[src/rtl/cpu7_ifu_dbuf.sv]
// Fetch-to-decode instruction buffer: DEPTH-entry FIFO of {inst, pc, excp}.
// Define CPU7_IFU_DBUF_BYPASS_EN to forward fetch straight to decode when empty.
`ifndef GRLEN
`define GRLEN 32
`endif

module cpu7_ifu_dbuf #(
  parameter int DEPTH = 2
) (
  input  logic                    clk,
  input  logic                    reset,
  input  logic                    fdp_dec_valid,
  input  logic [31:0]             fdp_dec_inst,
  input  logic [`GRLEN-1:0]       fdp_dec_pc,
  input  logic                    fdp_dec_excp,
  output logic                    dec_fdp_ready,
  input  logic                    exu_ifu_stall,
  input  logic                    exu_ifu_flush,
  output logic                    ifu_exu_valid_d,
  output logic [31:0]             ifu_exu_inst_d,
  output logic [`GRLEN-1:0]       ifu_exu_pc_d,
  output logic                    ifu_exu_excp_d,
  output logic [$clog2(DEPTH):0]  dbuf_cnt
);

  localparam int PW = (DEPTH > 1) ? $clog2(DEPTH) : 1;
  localparam int CW = $clog2(DEPTH) + 1;
  localparam logic [CW-1:0] FULL_CNT = CW'(DEPTH);

  logic [31:0]       mem_inst [DEPTH];
  logic [`GRLEN-1:0] mem_pc   [DEPTH];
  logic              mem_excp [DEPTH];

  logic [PW-1:0] rd_ptr;
  logic [PW-1:0] wr_ptr;
  logic [CW-1:0] cnt;

  logic head_valid;
  logic byp;
  logic push;
  logic pop;
  logic buf_push;
  logic buf_pop;

  // Handshake: fetch->buffer transfers on fdp_dec_valid && dec_fdp_ready,
  // buffer->decode transfers on ifu_exu_valid_d && !exu_ifu_stall; flush kills both.
  assign dec_fdp_ready = (cnt != FULL_CNT);
  assign dbuf_cnt      = cnt;

  always_comb begin
    head_valid = (cnt != '0) && !reset;
`ifdef CPU7_IFU_DBUF_BYPASS_EN
    byp = (cnt == '0) && fdp_dec_valid && !exu_ifu_flush && !reset;
`else
    byp = 1'b0;
`endif
    ifu_exu_valid_d = head_valid | byp;
    ifu_exu_inst_d  = byp ? fdp_dec_inst : mem_inst[rd_ptr];
    ifu_exu_pc_d    = byp ? fdp_dec_pc   : mem_pc[rd_ptr];
    ifu_exu_excp_d  = byp ? fdp_dec_excp : (head_valid & mem_excp[rd_ptr]);

    push     = fdp_dec_valid && dec_fdp_ready && !exu_ifu_flush && !reset;
    pop      = ifu_exu_valid_d && !exu_ifu_stall && !exu_ifu_flush;
    // A bypassed instruction consumed in the same cycle never lands in the buffer.
    buf_push = push && !(byp && pop);
    buf_pop  = pop && head_valid;
  end

  always_ff @(posedge clk) begin
    if (reset || exu_ifu_flush) begin
      cnt    <= '0;
      rd_ptr <= '0;
      wr_ptr <= '0;
    end else begin
      if (buf_push) wr_ptr <= wr_ptr + PW'(1);
      if (buf_pop)  rd_ptr <= rd_ptr + PW'(1);
      case ({buf_push, buf_pop})
        2'b10:   cnt <= cnt + CW'(1);
        2'b01:   cnt <= cnt - CW'(1);
        default: cnt <= cnt;
      endcase
    end
  end

  always_ff @(posedge clk) begin
    if (buf_push) begin
      mem_inst[wr_ptr] <= fdp_dec_inst;
      mem_pc[wr_ptr]   <= fdp_dec_pc;
      mem_excp[wr_ptr] <= fdp_dec_excp;
    end
  end

endmodule

[config.mk]
export PLATFORM = sky130hd
export DESIGN_NAME = cpu7_ifu_dbuf
export DESIGN_NICKNAME = d
export VERILOG_FILES = /design/src/rtl/cpu7_ifu_dbuf.sv
export SDC_FILE = /design/constraint.sdc
export NUM_CORES = 1
export LEC_CHECK = 0
export CELL_PAD_IN_SITES_DETAIL_PLACEMENT = 1
export CELL_PAD_IN_SITES_GLOBAL_PLACEMENT = 1
export CORE_MARGIN = 3
export CORE_UTILIZATION = 40
export DETAILED_ROUTE_END_ITERATION = 7
export PLACE_DENSITY = 0.86
export SLEW_MARGIN = 10
export SYNTH_ARGS = -nofsm -noshare
export SYNTH_HDL_FRONTEND = slang
export SYNTH_SLANG_ARGS = --single-unit
[constraint.sdc]
create_clock -name clk -period 5.4 [get_ports clk]
set_input_delay 0.54 -clock clk [delete_from_list [all_inputs] [get_ports clk]]
set_output_delay 0.54 -clock clk [all_outputs]
set_load 0.03 [all_outputs]
### After elaboration in Yosys (flattened, before gate mapping)

Memories as Yosys holds them, arrays and structs flattened. A register that Yosys moved wholly into a read port is not among the register bits.
Cells that the tools add are included.
W data, S select, Z words.

* memory bits (writable): 130
* register bits: 4
* memories: 3
* output and inout bits: 69
* input bits: 70
* logic and storage cells: 36

* add/subtract/negate cells: 4
* muxes and demuxes: 9
* bitwise logic cells: 1
* equal/unequal tests: 3
* reductions and logical operators: 13

Memory list
* mem_inst: words 2, width 32, rd ports 1, clocked after memory_dff 1, write ports 1, line 30 `logic [31:0] mem_inst [DEPTH];`
* mem_pc: words 2, width 32, rd ports 1, clocked after memory_dff 1, write ports 1, line 31 `` logic [`GRLEN-1:0] mem_pc [DEPTH]; ``
* mem_excp: words 2, width 1, rd ports 1, clocked after memory_dff 1, write ports 1, line 32 `logic mem_excp [DEPTH];`

Operator list (count)
* $mux W1: 8
* $logic_and A1 B1 Y1: 7
* $pmux W2 S2: 1
* $reduce_bool A2 Y1: 2
* $logic_not A1 Y1: 3
* $add A1 B1 Y1 const B: 2
* $add A2 B1 Y2 const B: 1
* $eq A2 B1 Y1 const B: 1
* $eq A2 B2 Y1 const B: 1
* $ne A2 B2 Y1 const B: 1
* $sub A2 B1 Y2 const B: 1
* $and A1 B1 Y1: 1
* $logic_or A1 B1 Y1: 1

### Longest topological paths before layout

* depth in word-level cells: 7
* gate-level depth with buffers: 7
* mapped depth without buffers: 6

### Worst setup path before layout

Ideal clock, no wire load.

* kind: reg-to-reg
* start: register cnt[0], in the netlist dbuf_cnt[0]
* end: memory mem_excp[0], enable pin
* slack: 1031 ps
* library setup time: 489 ps
* data required time: 4911 ps
* path buffers: 0
* clock period less this slack: 4369 ps
* arrival time: 3880 ps
* stages on the path, launching flop included: 4
* path through: dfxtp_1 > nand2b_1 > nand3_1 > nor2_1

* word-level cells in the longest chain between the ends: 6

RTL lines
* from (decl): line 36 `logic [CW-1:0] cnt;`
* from (signal assigned): line 78 `2'b10: cnt <= cnt + CW'(1);`
* from (signal assigned): line 79 `2'b01: cnt <= cnt - CW'(1);`
* from (signal assigned): line 80 `default: cnt <= cnt;`
* $ne A2 B2 Y1: line 47 `assign dec_fdp_ready = (cnt != FULL_CNT);`
* named net dec_fdp_ready: line 16 `output logic dec_fdp_ready,`
* $logic_and A1 B1 Y1 (3 in series): line 62 `push = fdp_dec_valid && dec_fdp_ready && !exu_ifu_flush && !reset;`
* $mux W1: line 86 `if (buf_push) begin`
* $mux W1 (not written as such): line 89 `mem_excp[wr_ptr] <= fdp_dec_excp;`
* to (decl): line 32

The timed path passes the listed nets, and every way through them passes these cells.

==> impl_metrics.toml <==
[sta]
postLayoutSetupSlackWorst_ps = 2480
finalCritPeriodShare = 0.540
slew_headroom = 0.294
slew_viol_final = 0
rsz0062_at_grt = "false"
whs_ps = 528
fin_skew_ps = 6.88
setup_viol = 0
tns_ps = 0
fmax_mhz = 343
post-route-min-period_ps = 2920
tightest_slew_ps = 1060
hold_viol = 0

[clock_network]
cts_setup_buffers = 0
clock_latency_ps = 400
cts_root_buffer = "clkbuf_16"
cts_max_path_buffers = 2
cts_hold_buf = 0
cts_tree = "done"
post_cts_resized = 0
htree_levels = 4
cts_sinks = 135
clkTransAtPathRegs_ps = 60
numCtsBuffers = 17

[synth]
syn_area_per_cell_um2 = 21.1
syn_area_um2 = 4920
syn_inst = 233
synth-seq-area-share = 0.813
yosys_warnings = 0
synth_nets = 304
synth_seq_cells = 135
synth_cell_types = 20

[global_routing]
grt_pass1_vias = 2917
antenna_found_initial = 0
track_usage = 0.158
gr-total-overflow = 0
grt_max_degree = 66
grt_pass1_wl_um = 15800

[finish]
drive_gt1_frac = 0.242
nets = 455
area_growth_pct = 42.0
fill_cells = 1066
final_cell_area_um2 = 6990
diodes = 0
stdcell_count = 540
final_core_util = 0.597

[drt]
wl_um = 10400
routedWlPerCell_um = 19.3
vias_per_cell = 4.90
num_vias = 2645
drc = 0
firstDrtPassIters = 4
drtAntennaViolNets = 0
drtIter0Drc = 128

[worst_setup_path]
crit_type = "register to output pin"
slowest_delay_ps = 870
cp_slowest_cell = "dfxtp_4"
cp.required_ps = 4860
worstPathArrival_ps = 2380
path_max_fanout = 65
cp-end-kind = "output pin"
cp_cell_sequence = "mux2_2 -> clkdlybuf4s50_1"
r2r_slack_ps = 2710
cp-start-kind = "register"

[power_and_ir_drop]
power_mw = 2.33
leakage_nw = 2.30
ir_drop_uv = 191
powerDensity_nw_per_um2 = 334

[place]
dp_hpwl_um = 6870
place_area_um2 = 6470
dp_slack_ps = 2220
io_buffer_count = 138
place_inst = 508
place_congestion = 0.691

[die]
fp.dieW_um = 117
initial_core_util = 0.421
rows = 39
pin_count = 139
core_um2 = 11700
dieHeight_um = 117
die-area_um2 = 13700

[status]
status = "complete, no violations"

[hold_path]
hold_path.class = "register to register"

[flow_run]
drv_cap = 0
==> cells in the mapped netlist <==
master    instances  area [um2]
or2_2             1        6.26
a21o_1            1        7.51
o21ai_0           2        10.0
ha_1              1        12.5
mux2_2           64         721
edfxtp_1        130        3900
inv_1             1        3.75
xor2_1            1        8.76
xnor2_1           1        8.76
clkbuf_1          1        3.75
nand2b_1          1        6.26
buf_4             5        37.5
dfxtp_1           5         100
nor3_1            2        10.0
a21oi_1           4        20.0
buf_2             2        10.0
nor2_1            6        22.5
mux2i_1           1        10.0
nand3_1           2        10.0
or3_1             2        12.5
==> worst paths after layout <==
kind,startpoint,endpoint,cells after the start
worst max-delay path,register,ifu_exu_pc_d[19],2
worst min-delay path,rd_ptr$_SDFFE_PP0P_,register,2
worst max register to register,dbuf_cnt[0]$_SDFFE_PP0P_,mem_inst[1][20]$_DFFE_PP_,4
worst min register to register,rd_ptr$_SDFFE_PP0P_,register,2
==> worst max-delay path, delay by kind of cell (launching register included) <==
kind	cells	cell delay, ps
buffers and inverters	1	610
muxes	1	420
DFF	1	870
==> flip-flops by register name, indices dropped and copies added (netlist names), named ones only <==
name and cells:
mem_inst 64, mem_pc 64, dbuf_cnt 2, mem_excp 2, rd_ptr 1, wr_ptr 1
==> cell families after synthesis <==
| kind of cell | count (synthesis) | synth area share |
|---|---|---|
| DFF | 135 | 0.813 |
| muxes | 65 | 0.148 |
| and+or+nand+nor | 14 | 0.0137 |
| buffers and inverters | 9 | 0.0112 |
| AOI/OAI and AO/OA | 7 | 0.00762 |
| xor gates and xnor gates | 2 | 0.00356 |
| adders and majority gates | 1 | 0.00254 |
==> cell type report <==
type                    count  area [um2]  share of cell area
repair buffers            140        1400               0.200
flip-flops and latches    135        4010               0.573
multi-input cells          89         881               0.126
clock buffers              21         440              0.0630
clock inverters            11        83.8              0.0120
well taps                 143         179              0.0256
inverters                   1        3.75            0.000537
==> where the power goes <==
group / switching (mW) / total, mW / internal, mW
registers: 0.00606 / 1.18 / 1.17
logic: 0.0702 / 0.151 / 0.0809
clock network: 0.383 / 1.01 / 0.624
==> placed cells by master (no fill, tap or decap), types with 2 or more instances in the layout <==
cell	instances
clkinv_1	2
or3_1	2
nand3_1	2
buf_4	2
nor2_1	4
clkinv_2	6
dfxtp_1	4
o21ai_0	2
edfxtp_1	130
nor3_1	2
mux2_2	64
nor2_4	2
clkdlybuf4s50_1	138
clkbuf_16	17
a21oi_1	4
clkbuf_1	4
==> routing by layer <==
metal	vias up	global-route usage	routed length, um
li1	1230	-	-
met1	1313	0.178	4050
met2	92	0.280	5610
met3	10	0.0581	683
met4	0	0.0505	87
met5	-	0	0
Power figures use the tool's default switching activity.
